**src/rtl/seq_multiplier16_pkg.sv**
```systemverilog
// Shared constants and state encoding for the 16x16 shift-add multiplier.
package seq_multiplier16_pkg;

  localparam int OP_W       = 16;
  localparam int PROD_W     = 32;
  localparam int ITERATIONS = 16;
  localparam int COUNT_W    = 5;

  typedef enum logic [1:0] {
    IDLE = 2'b00,
    RUN  = 2'b01,
    DONE = 2'b10
  } mulState_t;

endpackage

```
**src/rtl/seq_multiplier16_adder.sv**
```systemverilog
// 16-bit carry-lookahead adder: 4-bit groups with a fully expanded group-carry level.
module CarryLookAheadAdder16
  import seq_multiplier16_pkg::*;
(
  input  logic [OP_W-1:0] a,
  input  logic [OP_W-1:0] b,
  input  logic            cIn,
  output logic [OP_W-1:0] sum,
  output logic            cOut,
  output logic            groupProp,
  output logic            groupGen
);

  localparam int GROUPS = OP_W / 4;

  logic [OP_W-1:0]   bitProp;
  logic [OP_W-1:0]   bitGen;
  logic [GROUPS-1:0] blkProp;
  logic [GROUPS-1:0] blkGen;
  logic [GROUPS:0]   grpCarry;

  assign bitProp = a ^ b;
  assign bitGen  = a & b;

  genvar gi;
  generate
    for (gi = 0; gi < GROUPS; gi++) begin : gGroup
      localparam int LSB = 4 * gi;
      logic c1, c2, c3;

      assign blkProp[gi] = &bitProp[LSB +: 4];
      assign blkGen[gi]  = bitGen[LSB+3]
                         | (bitProp[LSB+3] & bitGen[LSB+2])
                         | (&bitProp[LSB+2 +: 2] & bitGen[LSB+1])
                         | (&bitProp[LSB+1 +: 3] & bitGen[LSB]);

      assign c1 = bitGen[LSB] | (bitProp[LSB] & grpCarry[gi]);
      assign c2 = bitGen[LSB+1] | (bitProp[LSB+1] & bitGen[LSB])
                | (&bitProp[LSB +: 2] & grpCarry[gi]);
      assign c3 = bitGen[LSB+2] | (bitProp[LSB+2] & bitGen[LSB+1])
                | (&bitProp[LSB+1 +: 2] & bitGen[LSB])
                | (&bitProp[LSB +: 3] & grpCarry[gi]);

      assign sum[LSB +: 4] = bitProp[LSB +: 4] ^ {c3, c2, c1, grpCarry[gi]};
    end
  endgenerate

  // Group carries depend only on group P/G and cIn, never on each other.
  assign grpCarry[0] = cIn;
  assign grpCarry[1] = blkGen[0] | (blkProp[0] & cIn);
  assign grpCarry[2] = blkGen[1] | (blkProp[1] & blkGen[0]) | (&blkProp[1:0] & cIn);
  assign grpCarry[3] = blkGen[2] | (blkProp[2] & blkGen[1]) | (&blkProp[2:1] & blkGen[0])
                     | (&blkProp[2:0] & cIn);
  assign grpCarry[4] = blkGen[3] | (blkProp[3] & blkGen[2]) | (&blkProp[3:2] & blkGen[1])
                     | (&blkProp[3:1] & blkGen[0]) | (&blkProp[3:0] & cIn);

  assign cOut      = grpCarry[GROUPS];
  assign groupProp = &blkProp;
  assign groupGen  = blkGen[3] | (blkProp[3] & blkGen[2]) | (&blkProp[3:2] & blkGen[1])
                   | (&blkProp[3:1] & blkGen[0]);

endmodule

```
**src/rtl/seq_multiplier16.sv**
```systemverilog
// Sequential 16x16 unsigned shift-add multiplier; one result every 17 cycles.
module seq_multiplier16
  import seq_multiplier16_pkg::*;
(
  input  logic              clk,
  input  logic              rst_n,
  input  logic              start,
  input  logic [OP_W-1:0]   in1,
  input  logic [OP_W-1:0]   in2,
  output logic              busy,
  output logic              done,
  output logic [PROD_W-1:0] product
);

  localparam logic [COUNT_W-1:0] LAST_COUNT = COUNT_W'(ITERATIONS - 1);

  mulState_t           stateReg, stateNext;
  logic [PROD_W-1:0]   accReg, accNext;
  logic [OP_W-1:0]     mcandReg, mcandNext;
  logic [COUNT_W-1:0]  countReg, countNext;
  logic [PROD_W-1:0]   productReg, productNext;

  logic [OP_W-1:0]     addSum;
  logic                addCarry;
  logic [OP_W:0]       stepHigh;
  logic                unusedGroupProp;
  logic                unusedGroupGen;

  CarryLookAheadAdder16 adder (
    .a         (accReg[PROD_W-1:OP_W]),
    .b         (mcandReg),
    .cIn       (1'b0),
    .sum       (addSum),
    .cOut      (addCarry),
    .groupProp (unusedGroupProp),
    .groupGen  (unusedGroupGen)
  );

  always_ff @(posedge clk or negedge rst_n) begin
    if (!rst_n) begin
      stateReg   <= IDLE;
      accReg     <= '0;
      mcandReg   <= '0;
      countReg   <= '0;
      productReg <= '0;
    end else begin
      stateReg   <= stateNext;
      accReg     <= accNext;
      mcandReg   <= mcandNext;
      countReg   <= countNext;
      productReg <= productNext;
    end
  end

  always_comb begin
    stateNext   = stateReg;
    accNext     = accReg;
    mcandNext   = mcandReg;
    countNext   = countReg;
    productNext = productReg;
    // Carry-out lands in bit 31 after the shift, so the product never overflows.
    stepHigh    = accReg[0] ? {addCarry, addSum} : {1'b0, accReg[PROD_W-1:OP_W]};

    case (stateReg)
      IDLE, DONE: begin
        if (start) begin
          stateNext = RUN;
          mcandNext = in1;
          accNext   = {{OP_W{1'b0}}, in2};
          countNext = '0;
        end else begin
          stateNext = IDLE;
        end
      end
      RUN: begin
        accNext   = {stepHigh, accReg[OP_W-1:1]};
        countNext = countReg + COUNT_W'(1);
        if (countReg == LAST_COUNT) begin
          productNext = {stepHigh, accReg[OP_W-1:1]};
          stateNext   = DONE;
        end
      end
      default: stateNext = IDLE;
    endcase
  end

  assign busy    = (stateReg == RUN);
  assign done    = (stateReg == DONE);
  assign product = productReg;

endmodule
```
**config.mk**
```make
export PLATFORM = sky130hd
export DESIGN_NAME = seq_multiplier16
export DESIGN_NICKNAME = d
export VERILOG_FILES = /design/src/rtl/seq_multiplier16_pkg.sv /design/src/rtl/seq_multiplier16_adder.sv /design/src/rtl/seq_multiplier16.sv
export SDC_FILE = /design/constraint.sdc
export NUM_CORES = 1
export LEC_CHECK = 0
export ABC_AREA = 1
export CORE_MARGIN = 3
export CORE_UTILIZATION = 25
export DETAILED_ROUTE_END_ITERATION = 7
export PLACE_DENSITY_LB_ADDON = 0.12
export SETUP_SLACK_MARGIN = 0.15
export SYNTH_ARGS = -nofsm -noshare
export SYNTH_HDL_FRONTEND = slang
export SYNTH_SLANG_ARGS = --single-unit
```
**constraint.sdc**
```tcl
create_clock -name clk -period 5.1 [get_ports clk]
set_clock_uncertainty 0.05 [all_clocks]
set_input_delay 1.02 -clock clk [delete_from_list [all_inputs] [get_ports clk]]
set_output_delay 1.02 -clock clk [all_outputs]
set_load 0.02 [all_outputs]
```
## Word level (Yosys, flattened, before mapping)

Index checks and enable logic that the tools add are counted.

| storage, ports and cells | value |
|---|---|
| input bits | 35 |
| word-level logic and storage cells | 133 |
| register bits after elaboration | 87 |

| cells by class | value |
|---|---|
| bitwise gates (word level) | 84 |
| reduce and logical (&&, ||, !) cells | 30 |
| eq/ne operators | 5 |
| multiplexer cells | 8 |
| $add $sub $neg | 1 |

Operators with widths:

| operator | count |
|---|---|
| $pmux 32 s2 | 1 |
| $and 1x1->1 | 39 |
| $or 1x1->1 | 39 |
| $mux 32 | 1 |
| $reduce_and 2->1 | 14 |
| $reduce_and 3->1 | 7 |
| $mux 17 | 1 |
| $and 16x16->16 | 1 |
| $reduce_and 8->1 | 2 |
| $xor 16x16->16 | 1 |
| $xor 4x4->4 | 4 |
| $reduce_and 12->1 | 1 |
| $reduce_and 4->1 | 3 |
| $pmux 5 s2 | 1 |
| $add 5x1->5 const B | 1 |
| $eq 5x4->1 const B | 1 |
| $mux 5 | 1 |
| $pmux 2 s2 | 1 |
| $eq 2x1->1 const B | 1 |
| $eq 2x2->1 const B | 1 |
| $logic_not 2->1 | 1 |
| $mux 2 | 1 |
| $ne 2x1->1 const B | 1 |
| $ne 2x2->1 const B | 1 |
| 3 further kinds | 3 |

## Depth between registers and ports, before layout

| logic depth | value |
|---|---|
| depth in word-level cells | 13 |
| mapped depth | 13 |
| gate-level depth less buffers | 13 |

## Modules after synthesis

From an unflattened synthesis, not the netlist that was laid out.

| second synthesis, totals | value |
|---|---|
| cells, all modules | 585 |
| area total of the unflattened synthesis | 4531.8 um^2 |

By module, submodules not included:

| module | cells each | area each (um^2) | times used | seq. area each (um^2) |
|---|---|---|---|---|
| seq_multiplier16 | 458 | 3706.1 | 1 | 2177.1 |
| CarryLookAheadAdder16 | 127 | 825.8 | 1 | 0.0 |

## Worst setup path after synthesis

OpenSTA, ideal clock, no wires.

| path | value |
|---|---|
| path type | register -> register |
| start point | register accReg[19] |
| end point | register accReg[28] |
| data required time | 4.909 ns |
| path slack | 2.986 ns |
| cell stages (with the launch flop) | 13 |
| data arrival time | 1.923 ns |
| path through | dfrtp_1 > ha_1 > nand2_1 > nand2_1 > nor2_2 > nand2_2 > nand2_1 > nand3_2 > fa_1 > xnor2_1 > nand2_1 > o21ai_0 > o22ai_1 |

| between the ends | value |
|---|---|
| cells in the longest elaborated chain, start to end | 12 |
| elaborated cells between the ends (all ways) | 17 |

RTL lines:

| item | RTL line | source |
|---|---|---|
| start, declared | seq_multiplier16.sv:18 | `logic [PROD_W-1:0] accReg, accNext;` |
| start signal, assigned | seq_multiplier16.sv:48 | `accReg <= accNext;` |
| $xor 16x16->16 | seq_multiplier16_adder.sv:22 | `assign bitProp = a ^ b;` |
| $and 1x1->1 or $reduce_and 2->1 (tied branches) | seq_multiplier16_adder.sv:33, seq_multiplier16_adder.sv:34 |  |
| $or 1x1->1 or $and 1x1->1 (tied branches) | seq_multiplier16_adder.sv:33, seq_multiplier16_adder.sv:34 |  |
| $or 1x1->1 | seq_multiplier16_adder.sv:34 | `\| (&bitProp[LSB+2 +: 2] & bitGen[LSB+1])` |
| $or 1x1->1 * | seq_multiplier16_adder.sv:35 | `\| (&bitProp[LSB+1 +: 3] & bitGen[LSB]);` |
| $and 1x1->1 * | seq_multiplier16_adder.sv:52 | `assign grpCarry[3] = blkGen[2] \| (blkProp[2] & blkGen[1]) \| (&blkProp[2:1] & blkGen[0])` |
| $or 1x1->1 * | seq_multiplier16_adder.sv:52 |  |
| $and 1x1->1 * | seq_multiplier16_adder.sv:37 | `assign c1 = bitGen[LSB] \| (bitProp[LSB] & grpCarry[gi]);` |
| $or 1x1->1 * | seq_multiplier16_adder.sv:37 |  |
| $xor 4x4->4 * | seq_multiplier16_adder.sv:44 | `assign sum[LSB +: 4] = bitProp[LSB +: 4] ^ {c3, c2, c1, grpCarry[gi]};` |
| $mux 17 * | seq_multiplier16.sv:62 | `stepHigh = accReg[0] ? {addCarry, addSum} : {1'b0, accReg[PROD_W-1:OP_W]};` |
| $pmux 32 s2 * | seq_multiplier16.sv:64 | `case (stateReg)` |

Every way passes the cells marked *; elsewhere a longest branch is shown, timed or not.
A chain may end at the register's enable or synchronous reset.

## Worst setup path after layout

| path | value |
|---|---|
| start point | register stateReg[1] |
| end point | output busy |

| between the ends | value |
|---|---|
| cells in the longest elaborated chain, start to end | 1 |

RTL lines:

| item | RTL line | source |
|---|---|---|
| start, declared | seq_multiplier16.sv:17 | `mulState_t stateReg, stateNext;` |
| start signal, assigned | seq_multiplier16.sv:47 | `stateReg <= stateNext;` |
| $eq 2x1->1 | seq_multiplier16.sv:87 | `assign busy = (stateReg == RUN);` |
| end, declared | seq_multiplier16.sv:10 | `output logic busy,` |

Every way passes these cells.

==> impl_metrics.csv <==
group,metric,value,unit
sta,fin_crit_sh,57.6,%
global_routing,grt_max_degree,57,
sta,report.final.slew_viol_count,0,
worst_setup_path,r2r_end,"product[28]",
power,pwr_density_cell,671,nW/µm²
place,port_buffers,68,
clocking,cts_resized,0,
synthesis,yosysSeqAreaShare,51.4,%
floorplan,row_count,46,
sta,fin_crit,2.94,ns
power,ir_drop,0.195,mV
finish,syn2layout_area_growth,27.7,%
place,dp_slack,1.83,ns
sta,setup_viol,0,
finish,antennaDiodeCount,0,
global_routing,grt_use_total,12.5,%
global_routing,grt_pass1_vias,3439,
drt,drt_first_pass_iters,4,
drt,drc,0,
floorplan,fp.dieH,136,µm
global_routing,grt_remaining_overflow,0,
power,leakagePower,0.00262,µW
sta,fmax,0.341,GHz
clocking,cts_buffer_depth,2,
synthesis,syn-mean-instance-area,8.62,µm²
finish,fillers,1689,
clocking,cts_tree,"yes",
clocking,cts_root_buffer,"clkbuf_16",
drt,drt_iter0_drc,163,
clocking,h-tree-depth,3,
synthesis,yosysTopAreaCellShare,51.4,%
worst_setup_path,crit_cells,2,
worst_setup_path,crit_end,"busy",
sta,slew_headroom,35.8,%
clocking,path_clk_slew,0.06,ns
floorplan,io_pins,69,
floorplan,die_area,18600,µm²
place,gp_congestion,0.737,
synthesis,yosys.area.top_type,"dfrtp_1",
worst_setup_path,reg2regPathDepth,12,
status,status,"complete, no violations",
clocking,clk_latency,0.35,ns
synthesis,synth_warnings,0,
worst_setup_path,cpPeakStageDelay,0.70,ns
global_routing,grt_pass1_wl,17.7,mm
worst_setup_path,cp-startpoint,"stateReg[1]",
worst_setup_path,reg2reg_from,"accReg[18]",
drt,viasPerCell,4.35,
drt,ant_nets,0,
floorplan,start_util,26.1,%
clocking,clkSinkCount,87,
floorplan,die_w,136,µm
synthesis,ys_ff_latch,87,
worst_setup_path,cp.required,4.03,ns
finish,drive_gt1_share,7.50,%
min_path,holdCritPathClass,"reg2reg",
place,hpwlAfterDp,7.53,mm
synthesis,syn_inst,492,
worst_setup_path,crit_path_cell_trace,"nor2_4, clkdlybuf4s50_1",
worst_setup_path,arrival,1.87,ns
clocking,post-cts-setup-buffers,0,
sta,worst_slack,2.16,ns
sta,finalSetupTns,0,ns
worst_setup_path,worstSetupPathType,"reg2out",
floorplan,core_area,16200,µm²
worst_setup_path,worst-path-buf-inv,1,
finish,fin_nets,612,
drt,route.vias.total,3373,
job,drv_cap,0,
synthesis,synth_area_leaders,"dfrtp_1, nand2_1, ha_1, inv_1, o21ai_0",
clocking,numCtsBuffers,9,
worst_setup_path,path_max_fanout,15,
sta,worst_pin_slew,0.960,ns
worst_setup_path,crit_slowest_cell,"clkdlybuf4s50_1",
drt,wl_per_cell,14.0,µm
worst_setup_path,critPathLaunchType,"flip-flop",
synthesis,syn_nets,549,
clocking,cts_hold_buf,0,
sta,finalHoldViolations,0,
synthesis,synth_area,4240,µm²
synthesis,yosysUniqueCellTypes,31,
global_routing,antenna_found_initial,0,
drt,wl,10.9,mm
worst_setup_path,crit_family,"buffers and inverters",
sta,rsz0062_at_grt,"false",
worst_setup_path,critical_path.endpoint_type,"primary output",
worst_setup_path,r2r_slack,2.64,ns
-- worst register-to-register path: stages, from the launching register on --
cell and delay, ns:
dfrtp_1 0.41, ha_1 0.38, nand2_1 0.11, nor2_2 0.04
nor2_2 0.08, nand2_2 0.10, nand2_1 0.09, nand3_2 0.12
fa_1 0.43, xnor2_1 0.16, nand2_1 0.06, o21ai_0 0.16
o21ai_0 0.12
-- metal layers --
| metal | part of all wire (%) | global-route usage (%) | routed length [µm] |
|---|---|---|---|
| met1 | 46 | 16.0 | 5050 |
| met2 | 49 | 20.4 | 5290 |
| met3 | 3.0 | 2.29 | 322 |
| met4 | 2.1 | 6.05 | 226 |
| met5 | 0 | 0 | 0 |
-- flip-flops by register name (all words and copies together) (netlist names) --
name and cells:
accReg 32, product 32, mcandReg 16, countReg 5
stateReg 2
-- worst min-delay path by stage --
| stage | to | start | slack [ns] | cells past startpoint |
|---|---|---|---|---|
| after global routing | product[25] | product[25] | 0.45 | 2 |
| final | countReg[3] | countReg[3] | 0.42 | 1 |
| after floorplan | countReg[3] | countReg[3] | 0.39 | 1 |
| after detailed placement | countReg[3] | countReg[3] | 0.41 | 1 |
| after global placement | countReg[3] | countReg[3] | 0.41 | 1 |
| after CTS | countReg[3] | countReg[3] | 0.42 | 1 |
-- synth_stat cells, drive strengths merged --
master / n
a31oi: 1
clkbuf: 5
nand3: 25
and2: 1
a22o: 1
o211ai: 1
o22ai: 9
clkinv: 1
nand2: 179
xnor2: 3
a211oi: 1
nor2: 18
ha: 18
a21oi: 9
inv: 59
fa: 4
xor2: 2
buf: 13
nand4: 1
dfrtp: 87
o21ai: 40
o221ai: 14
-- through the flow --
| step | power (µW) | hold WS [ns] | cell area [µm²] | util, % | instances |
|---|---|---|---|---|---|
| 2_1_floorplan | 2430 | 0.390 | 4240 | - | 492 |
| 3_3_place_gp | 2990 | 0.406 | 5120 | 31.5 | 760 |
| 3_5_place_dp | 3020 | 0.413 | 5120 | 31.5 | 760 |
| 4_1_cts | 3690 | 0.420 | 5410 | 33.3 | 776 |
| 5_1_grt | 3990 | 0.454 | 5410 | 33.3 | 776 |
| 6_report | 3630 | 0.421 | 5410 | 33.3 | 776 |
-- report_power, final --
group	leakage [µW]	total [µW]	switching, µW	internal (µW)
Sequential	0.00106	1210	203	1000
Combinational	0.00141	1770	1060	708
Clock	0.000151	652	271	381
-- cell usage in the layout, fill, tap and decap left out, types with 4 or more instances in the layout --
master | Yosys | layout
nand2_1 | 171 | 170
dfrtp_1 | 87 | 87
clkdlybuf4s50_1 | 0 | 67
inv_1 | 56 | 56
o21ai_0 | 38 | 38
nand3_1 | 19 | 19
ha_1 | 18 | 18
nor2_1 | 14 | 14
o221ai_1 | 14 | 14
nand2_2 | 8 | 9
a21oi_1 | 9 | 9
o22ai_1 | 9 | 9
clkbuf_16 | 0 | 9
nand3_2 | 6 | 6
fa_1 | 4 | 4
clkbuf_8 | 0 | 4
-- cells by family (layout without fill, tap and decap cells) --
| group | after synthesis | in the layout | share of synthesized area [%] |
|---|---|---|---|
| and+or+nand+nor | 224 | 224 | 22.2 |
| DFF | 87 | 87 | 51.4 |
| buffers and inverters | 78 | 146 | 7.38 |
| AOI/OAI and AO/OA | 76 | 76 | 10.8 |
| adders and majority gates | 22 | 22 | 7.20 |
| xor gates and xnor gates | 5 | 5 | 1.03 |
-- layout make-up --
class | instances | area, µm² | share of cell area, %
timing repair buffer | 70 | 693 | 12.8
tap | 216 | 270 | 4.99
clock buffer | 13 | 280 | 5.18
sequential | 87 | 2180 | 40.2
inverter | 60 | 225 | 4.16
multi-input combinational | 327 | 1750 | 32.4
clock inverter | 3 | 15.0 | 0.277
(Power assumes the default switching activity.)
